**config.mk**
```make
export PLATFORM = sky130hd
export DESIGN_NAME = deck_shuffler
export DESIGN_NICKNAME = d
export VERILOG_FILES = /design/src/rtl/deck_shuffler.sv
export SDC_FILE = /design/constraint.sdc
export NUM_CORES = 1
export LEC_CHECK = 0
export CAP_MARGIN = 10
export CORE_MARGIN = 3
export CORE_UTILIZATION = 30
export DETAILED_ROUTE_END_ITERATION = 10
export HOLD_SLACK_MARGIN = 0.12
export PLACE_DENSITY = 0.43
export SYNTH_ARGS = -nofsm -noshare
export SYNTH_HDL_FRONTEND = slang
export SYNTH_SLANG_ARGS = --single-unit
```
**constraint.sdc**
```tcl
create_clock -name clk -period 11.22 [get_ports clk]
set_clock_uncertainty 0.15 [all_clocks]
set_input_delay 2.244 -clock clk [delete_from_list [all_inputs] [get_ports clk]]
set_output_delay 2.244 -clock clk [all_outputs]
set_load 0.005 [all_outputs]
```
**src/rtl/deck_shuffler.sv**
```systemverilog
// Card deck held in a register array, shuffled in place by sequential Fisher-Yates
// (one accepted draw per cycle from a free-running Galois LFSR) and dealt in order.
module deck_shuffler #(
    parameter int unsigned       N_CARDS   = 52,
    parameter int unsigned       CARD_W    = 6,
    parameter int unsigned       LFSR_W    = 16,
    parameter logic [LFSR_W-1:0] LFSR_TAPS = 16'hB400
) (
    input  logic                           clk,
    input  logic                           rst,
    input  logic                           seed_valid,
    input  logic [LFSR_W-1:0]              seed,
    input  logic                           start,
    output logic                           busy,
    output logic                           ready,
    output logic                           done,
    input  logic                           deal_req,
    output logic                           deal_valid,
    output logic [CARD_W-1:0]              deal_card,
    output logic [$clog2(N_CARDS+1)-1:0]   cards_left,
    output logic                           deck_empty
);
    localparam int unsigned    IW   = $clog2(N_CARDS);
    localparam int unsigned    CW   = $clog2(N_CARDS + 1);
    localparam logic [IW-1:0]  LAST = IW'(N_CARDS - 1);

    typedef enum logic [1:0] {
        S_INIT,
        S_READY,
        S_SHUFFLE
    } state_t;

    state_t              state_q, state_d;
    logic [IW-1:0]       k_q, k_d;
    logic [IW-1:0]       i_q, i_d;
    logic [CW-1:0]       ptr_q, ptr_d;
    logic [CW-1:0]       cl_q, cl_d;
    logic [LFSR_W-1:0]   lfsr_q, lfsr_d;
    logic                done_q, done_d;
    logic                dv_q, dv_d;
    logic [CARD_W-1:0]   dc_q, dc_d;
    logic [CARD_W-1:0]   deck_q [N_CARDS];
    logic [CARD_W-1:0]   deck_d [N_CARDS];

    logic [LFSR_W-1:0]   lfsr_step;
    logic [IW-1:0]       mask;
    logic [IW-1:0]       cand;

    assign lfsr_step = (lfsr_q >> 1) ^ (lfsr_q[0] ? LFSR_TAPS : '0);

    // mask keeps the low clog2(i+1) bits: every bit up to the MSB of i
    always_comb begin
        mask = '0;
        for (int unsigned b = 0; b < IW; b++) begin
            mask[b] = |(i_q >> b);
        end
        cand = lfsr_q[IW-1:0] & mask;
    end

    always_comb begin
        state_d = state_q;
        k_d     = k_q;
        i_d     = i_q;
        ptr_d   = ptr_q;
        cl_d    = cl_q;
        done_d  = 1'b0;
        dv_d    = 1'b0;
        dc_d    = dc_q;
        deck_d  = deck_q;
        lfsr_d  = seed_valid ? ((seed == '0) ? LFSR_W'(1) : seed) : lfsr_step;

        case (state_q)
            S_INIT: begin
                deck_d[k_q] = CARD_W'(k_q);
                if (k_q == LAST) begin
                    state_d = S_READY;
                    ptr_d   = '0;
                    cl_d    = CW'(N_CARDS);
                end else begin
                    k_d = k_q + IW'(1);
                end
            end
            S_READY: begin
                if (start) begin
                    state_d = S_SHUFFLE;
                    i_d     = LAST;
                end else if (deal_req && (cl_q != '0)) begin
                    dv_d  = 1'b1;
                    dc_d  = deck_q[ptr_q[IW-1:0]];
                    ptr_d = ptr_q + CW'(1);
                    cl_d  = cl_q - CW'(1);
                end
            end
            S_SHUFFLE: begin
                // out-of-range candidates are rejected; the next LFSR value is tried
                if (cand <= i_q) begin
                    deck_d[i_q]  = deck_q[cand];
                    deck_d[cand] = deck_q[i_q];
                    i_d          = i_q - IW'(1);
                    if (i_q == IW'(1)) begin
                        state_d = S_READY;
                        done_d  = 1'b1;
                        ptr_d   = '0;
                        cl_d    = CW'(N_CARDS);
                    end
                end
            end
            default: begin
                state_d = S_INIT;
                k_d     = '0;
            end
        endcase
    end

    always_ff @(posedge clk) begin
        if (rst) begin
            state_q <= S_INIT;
            k_q     <= '0;
            i_q     <= '0;
            ptr_q   <= '0;
            cl_q    <= '0;
            lfsr_q  <= LFSR_W'(1);
            done_q  <= 1'b0;
            dv_q    <= 1'b0;
            dc_q    <= '0;
        end else begin
            state_q <= state_d;
            k_q     <= k_d;
            i_q     <= i_d;
            ptr_q   <= ptr_d;
            cl_q    <= cl_d;
            lfsr_q  <= lfsr_d;
            done_q  <= done_d;
            dv_q    <= dv_d;
            dc_q    <= dc_d;
        end
    end

    // deck contents need no reset: INIT rewrites every entry
    always_ff @(posedge clk) begin
        deck_q <= deck_d;
    end

    assign ready      = (state_q == S_READY);
    assign busy       = ~ready;
    assign done       = done_q;
    assign deal_valid = dv_q;
    assign deal_card  = dc_q;
    assign cards_left = cl_q;
    assign deck_empty = (cl_q == '0);

endmodule

```
---- Yosys cells after proc, flatten, opt, wreduce, memory -nomap -nowiden ----
Index checks and enable logic that the tools add are counted.
operators by class
  add/subtract/negate cells ............... 4
  multipliers ............................. 0
  divide/modulo/power cells ............... 0
  order comparisons ....................... 8
  equal/unequal tests ..................... 11
  shifts and indexed selects .............. 0
  mux-type cells .......................... 47
  bitwise logic cells ..................... 11
  reduce and logical (&&, ||, !) cells .... 25
operators by type and width
  operator                                                    number
  bitwise mux 312 bit                                         3
  case mux 312 bit (2 select lines)                           1
  2-to-1 mux 312 bit                                          1
  2-to-1 mux 6 bit                                            22
  binary-select mux 6 bit (select 6 bit)                      3
  demux 6 bit (select 6 bit)                                  3
  2-to-1 mux 16 bit                                           3
  case mux 6 bit (3 select lines)                             2
  >= comparator 7 bit, second input constant                  4
  NOT 6 -> 7 bit                                              4
  case mux 6 bit (2 select lines)                             2
  less-than comparator 7 x 1 -> 1 bit, second input constant  3
  zero test 16 bit                                            1
  XOR 15 x 16 -> 16 bit                                       1
  adder 6 x 1 -> 6 bit, second input constant                 2
  inequality test 2 bit, second input constant                6
  subtractor 6 x 1 -> 6 bit, second input constant            2
  OR reduction 3 bit                                          3
  2-to-1 mux 2 bit                                            4
  bitwise AND 6 bit                                           1
  equality test 6 x 1 -> 1 bit, second input constant         1
  equality test 6 bit, second input constant                  1
  less-or-equal comparator 6 bit                              1
  zero test 6 bit                                             1
  19 further kinds                                            31
word-level totals
  flip-flop bits (word level) ............. 362
  bits in latches ......................... 0
  memory bits (writable) .................. 0
  memory bits (read-only) ................. 0
  input bits .............................. 21
  output and inout port bits .............. 17
  logic and storage cells ................. 167
  memories kept ........................... 0

---- Logic depth before layout (Yosys ltp) ----
  word-level depth ........................ 10
  mapped depth ............................ 19
  mapped depth without buffers ............ 14

---- Worst setup path before layout ----
OpenSTA, ideal clock, no wires.
  kind .................................... register -> register
  start point ............................. register i_q[0]
  end point ............................... register cl_q[4] (netlist: cards_left[4])
  library setup time ...................... 0.071 ns
  data arrival time ....................... 4.081 ns
  required time ........................... 10.999 ns
  slack ................................... 6.918 ns
  stages on the path, launching flop included .. 20
  buffers on the path ..................... 5
  clock period less this slack ............ 4.302 ns
  cell sequence ........................... dfxtp_1 buf_2 buf_2 inv_1 clkbuf_1 ha_1 a21boi_0 inv_1 buf_2 buf_1 ha_1 nand2_1 o22ai_1 a21oi_1 nand3b_1 a22o_1 a211oi_1 nand3_1 xor2_1 a21oi_1
between the ends
  longest elaborated chain between the ends .. 5
  elaborated cells between the ends (all ways) .. 7
  those cells by class .................... order compare: 1; eq/ne: 3; bitwise: 1; reduce/logical: 2
RTL lines
  item                                    line  source
  start: declaration                      35    logic [IW-1:0] i_q, i_d;
  start signal: assignment                129   i_q <= i_d;
  OR reduction 6 bit                      55    mask[b] = |(i_q >> b);
  bitwise AND 6 bit                       57    cand = lfsr_q[IW-1:0] & mask;
  less-or-equal comparator 6 bit          96    if (cand <= i_q) begin
  inequality test 2 bit (no source line)  n/a
  AND reduction 6 bit (no source line) *  n/a
  end signal: assignment                  131   cl_q <= cl_d;
  end: declaration                        37    logic [CW-1:0] cl_q, cl_d;
Every way passes the cells marked *; elsewhere a longest branch is shown, timed or not.
A chain may end at the register's enable or synchronous reset.

==> metrics.yaml <==
floorplanning:
  core.rowCount: 106
  fp.dieW_um: 297.8
  initial_core_util_pct: 30.42
  die_area_mm2: 0.08867
  core_area_mm2: 0.08395
  num_io_pins: 38
  fp.dieH_um: 297.8
route:
  wl_per_cell_um: 37.00
  firstDrtPassIters: 9
  ant_nets: 0
  drcViolationCount: 0
  viasPerCell: 6.820
  drt-total-wl_um: 136900
  vias: 25240
  drtIter0Drc: 3979
global_routing:
  overflow: 0
  met2_usage_pct: 43.02
  grt_antenna_before_repair: 6
  use_met1_pct: 39.55
  grt_pass1_vias: 23337
  grt_pass1_wl_um: 189100
  top_usage_layer: "met2"
  grt.total_usage_pct: 29.74
  grt_max_degree: 91
  grt_use_met3_pct: 8.263
clock_tree:
  insertion_delay_ps: 610
  h-tree-depth: 2
  cts_hold_buf: 0
  cts.repair.resized: 0
  cts_sinks: 362
  postCtsSetupBuffers: 0
  clockBufferDepth: 3
  root_buffer: "clkbuf_16"
  cts_buffers: 47
  clkTransAtPathRegs_ps: 60
  cts_tree: "built"
critical_path:
  critPathMaxStageDelay_ps: 1000
  cp-start-kind: "flop"
  cp_max_fo: 50
  path_common_cell: "buf_4"
  slowest_stage: "o311a_4"
  critical_path.top_delay_family: "compound AO/OA/AOI/OAI gates"
  cp.required_ps: 11410
  worst-setup-path-type: "reg -> reg"
  cp_cell_sequence: "inv_1, ha_1, a21boi_4, buf_4, buf_4, nor2_1, buf_4, a221oi_1, a21oi_1, a211oi_1, o311a_4, o221a_2, nor2_1"
  end_kind: "flop"
  critPathBufInv: 4
  worstPathArrival_ps: 6910
timing:
  rsz0062_at_grt: "false"
  min_period_over_period_pct: 59.83
  worst_slew_margin_rel_pct: 12.51
  fmax_ghz: 0.1490
  setup_viol: 0
  holdWs_ps: 317.3
  slew_violations: 0
  finalHoldViolCount: 0
  final.setup.tns_ps: 0
  worst_pin_slew_ps: 1308
  fin_crit_ps: 6713
min_path:
  hp-class: "reg -> reg"
finish:
  multiInputGateArea_mm2: 0.01416
  area_growth_pct: 12.39
  n_fill_cell: 8493
  nNetsFinal: 2561
  seq_area_mm2: 0.01039
  drive_gt1_share_pct: 14.61
yosys:
  synth_most_common_cell: "edfxtp_1"
  yosys_warnings: 0
  syn_avg_cell_area_um2: 9.767
  seq_area_frac_synth_pct: 40.60
  synth_top_flop_cell: "edfxtp_1"
  synth_cells: 2615
  yosys.area.top_type: "edfxtp_1"
  syn-num-nets: 2650
  synth_edf_count: 312
  synthTopCellsByArea: "edfxtp_1 (37%), mux4_2 (11%), o22ai_1 (5.1%), a21oi_1 (4.2%), nand2_1 (4.2%)"
  synthesis.area_mm2: 0.02554
  yosys.area.top_type_share_pct: 36.68
  yosys-top-cells-count: "edfxtp_1 (312), nand2_1 (285), a21oi_1 (215)"
  synthDistinctLibCells: 85
  synth-seq-cells: 362
  synthArstFlopShare_pct: 0
status:
  status: "finished clean"
power:
  power_w: 0.009757
  leakagePower_nw: 8.636
  ir_drop_uv: 526.4
  power.density_mw_per_mm2: 339.9
placed_design:
  hpwlAfterDp_um: 92460
  numPortBuffers: 37
  routabilityCongestion: 0.9970
run:
  maxCapViolations: 0
cell usage in the layout (no fill, tap or decap), types with 19 or more instances in the layout:
cell type        Yosys  layout
a21oi_1            215     215
a221oi_1            33      33
a22o_1              24      24
a22oi_1             66      66
a311oi_1            53      53
a31oi_1             19      19
and2_1              45      45
buf_4               14      85
clkbuf_16            0      49
clkdlybuf4s50_1      0      36
dfxtp_1             50      43
edfxtp_1           312     312
inv_1               32      32
mux2_2              23      23
mux2i_1             77      77
mux4_2             124     124
nand2_1            285     285
nand3_1             79      79
nand4_1             25      25
nor2_1             190     184
nor3_1              49      38
o21a_1              39      39
o21ai_0            136     136
o22a_1              19      19
o22ai_1            208     208
registers in the layout, indices dropped and copies added, names as in the netlist:
register / flops
cards_left: 6
deal_card: 6
deal_valid: 1
deck_q: 312
done: 1
i_q: 6
k_q: 6
lfsr_q: 16
ptr_q: 6
state_q: 2
final timing paths:
path / startpoint / endpoint / slack [ps] / depth (start not counted)
worst min-delay path: lfsr_q[7] / lfsr_q[6] / 320 / 2
worst max-delay path: i_q[0] / deck_q[204] / 4510 / 13
worst min register to register: lfsr_q[7] / lfsr_q[6] / 320 / 2
worst max register to register: i_q[0] / deck_q[204] / 4510 / 13
power breakdown:
group | internal [W] | switching (W)
Sequential | 0.00179 | 0.000355
Combinational | 0.00150 | 0.00453
Clock | 0.000940 | 0.000635
Total | 0.00424 | 0.00552
kinds of logic (layout without fill, tap and decap cells):
family	after synthesis	in the layout	share of synthesized area [%]
AOI/OAI and AO/OA	922	922	23.88
xor gates and xnor gates	17	17	0.5830
adders and majority gates	14	14	0.6859
buffers and inverters	299	244	4.968
DFF	362	362	40.60
muxes	226	226	15.11
other	0	7	0
and+or+nand+nor	775	775	14.16
worst register-to-register path, delay by kind of cell (launching register included):
family / cells / cell delay, ps
adder cells (fa/ha/maj): 1 / 460
AO/OA/AOI/OAI: 6 / 2480
AND/OR/NAND/NOR: 2 / 590
flip-flops: 1 / 740
buffers and inverters: 4 / 2030
metrics by stage:
stage / setup slack (ps) / utilization, % / instances / instance area [um^2]
finish: 4507 / 34.19 / 3701 / 28700
CTS: 4704 / 34.16 / 3692 / 28680
global placement: 4899 / 32.29 / 3609 / 27110
detailed placement: 4743 / 32.29 / 3609 / 27110
global route: 4427 / 34.17 / 3694 / 28690
floorplan: 6918 / - / 2615 / 25540
cell type report:
class,count,share of cell area (%)
multi-input cells,1954,49.35
inverters,37,0.4838
flip-flops and latches,362,36.18
clock inverters,24,1.011
clock buffers,59,4.437
well taps,1134,4.943
repair buffers,124,3.531
diodes,7,0.06103
layer usage:
metal | vias up | wire length [um]
li1 | 10167 | -
met1 | 12504 | 53250
met2 | 2088 | 56910
met3 | 475 | 16850
met4 | 6 | 9868
met5 | - | 44
No activity file was read; power rests on OpenSTA's default activity.
==> RTL edit, RTL diff (config.mk and constraints unchanged) <==
Change the parameter `LFSR_TAPS` from 16'hB400 to 16'h8700.
--- a/src/rtl/deck_shuffler.sv
+++ b/src/rtl/deck_shuffler.sv
@@ -4,7 +4,7 @@
     parameter int unsigned       N_CARDS   = 52,
     parameter int unsigned       CARD_W    = 6,
     parameter int unsigned       LFSR_W    = 16,
-    parameter logic [LFSR_W-1:0] LFSR_TAPS = 16'hB400
+    parameter logic [LFSR_W-1:0] LFSR_TAPS = 16'h8700
 ) (
     input  logic                           clk,
     input  logic                           rst,
Behaviour: no difference found for any inputs over 4 cycles, from zero or initial values and one cycle with rst high; that may be too few to reach the edited logic, so the function may still have changed.
==> RTL edit against the unedited design <==
Non-clock buffer count down 4; cell count down 0.19%; routed wire length up 1.1%; synthesized area about the same; sequential cell count unchanged; total power down 0.20%; clock power down 5%; worst setup slack better by 0.39 ns; cell area down 0.36%; largest cell class unchanged.
==> RTL edit: results (changes against the unedited design) <==
| Metric | Value |
|---|---|
| Status | `complete, no violations` |
| Routability Congestion | `0.9749 (-2.2%)` |
| Least-Margin Pin Slew | `1.276 ns (-0.03112 ns)` |
| Adder-cell share of the synthesized area | `0.6857% (about the same)` |
| Avg Cell Area, Syn | `9.769 um2 (about the same)` |
| Cell total after placement | `3607 (-0.055%)` |
| Final wirelength | `138400 um (+1.1%)` |
| Leakage power | `0.008574 uW (-0.72%)` |
| Post-Synth XOR/XNOR Area | `0.5828% (about the same)` |
| First-pass GRT wire length | `191300 um (+1.2%)` |
| Critical Path Fanout Max | `43 (-14%)` |
| Area of the multi-input gates | `14180 um2 (about the same)` |
| Largest net degree at the start of global routing | `104 (+14%)` |
| Final hold slack | `0.3204 ns (+0.003032 ns)` |
| Period minus WS final | `6.323 ns (-0.3899 ns)` |
| DR WL met2 | `59290 um (+4.2%)` |
| Sequential share of the synthesized area | `40.59% (about the same)` |
| Pre-CTS WS | `5.179 ns (+0.4361 ns)` |
| Synth Area in Compound Gates | `23.88% (about the same)` |
| Worst Hold End | `lfsr_q[13]` |
| Peak supply drop | `0.2910 mV (-45%)` |
| Vias in the first global route | `23578 (+1.0%)` |
| Pre-antenna DRT Iters | `8 (-1)` |
| DRT met1 WL | `53430 um (+0.33%)` |
| All-Layer GR Usage | `30.09% (+0.35 points)` |
| Nets@finish | `2555 (-0.23%)` |
| DR iter-0 viols | `3852 (-3.2%)` |
| WL met3 | `16490 um (-2.2%)` |
| Worst-case reg-to-reg path depth | `14 (+1)` |
| Psw | `5543 uW (+0.43%)` |
| CTS Buf Count | `45 (-4.3%)` |
| CP max stage delay | `1.06 ns (+0.06 ns)` |
| Highest routed layer | `met4` |
| Multiplexer share of the synthesized area | `15.11% (about the same)` |
| Via Count | `25287 (+0.19%)` |
| Filler cells | `8456 (-0.44%)` |
| Hold_sp | `lfsr_q[14]` |
| R2R Setup Slk | `4.90 ns (+0.39 ns)` |
| Crit path DAT | `6.52 ns (-0.39 ns)` |
| Post-DP HPWL | `93030 um (+0.62%)` |
| M2 GR Usage | `45.15% (+2.1 points)` |
| GRT met1 Usage | `39.38% (-0.17 points)` |
[RTL edit: changes by cell type after synthesis]
cell      before  now
buf_4         14   16
buf_2         51   50
clkbuf_1     171  167
buf_1         22   25
[RTL edit: worst register-to-register path: cells and delay by family, from the launching register on]
family / cells / cell delay (ns)
buffers and inverters: 5 / 2.12
DFF: 1 / 0.32
and+or+nand+nor: 3 / 0.37
AOI/OAI and AO/OA: 5 / 2.66
adders and majority gates: 1 / 0.44
[RTL edit: area by class of cell]
class / count / area share, %
Inverter: 37 / 0.4856
Timing Repair Buffer: 120 / 3.456
Clock buffer: 59 / 4.265
Clock inverter: 23 / 0.9055
Sequential cell: 362 / 36.32
Multi-Input combinational cell: 1954 / 49.56
Antenna cell: 5 / 0.04375
Tap cell: 1134 / 4.961
[RTL edit: worst max-delay path by stage]
stage | to | cells after the start
3_5_place_dp | deck_q[204] | 11
6_report | deck_q[204] | 14
4_1_cts | deck_q[204] | 11
3_3_place_gp | deck_q[204] | 11
2_1_floorplan | cards_left[4] | 19
5_1_grt | deck_q[204] | 11
[RTL edit: power by group through the flow]
stage / clock network [uW] / registers (uW) / logic (uW)
after floorplan: 0 / 1910 / 3230
after global placement: 0 / 2150 / 5830
after detailed placement: 0 / 2150 / 5830
after CTS: 1520 / 2120 / 5850
after global routing: 1570 / 2150 / 6100
final: 1500 / 2140 / 6090
[RTL edit: kinds of logic after synthesis]
kind of cell               Yosys count
and+or+nand+nor                    775
muxes                              226
xor gates and xnor gates            17
adders and majority gates           14
AOI/OAI and AO/OA                  922
buffers and inverters              299
DFF                                362
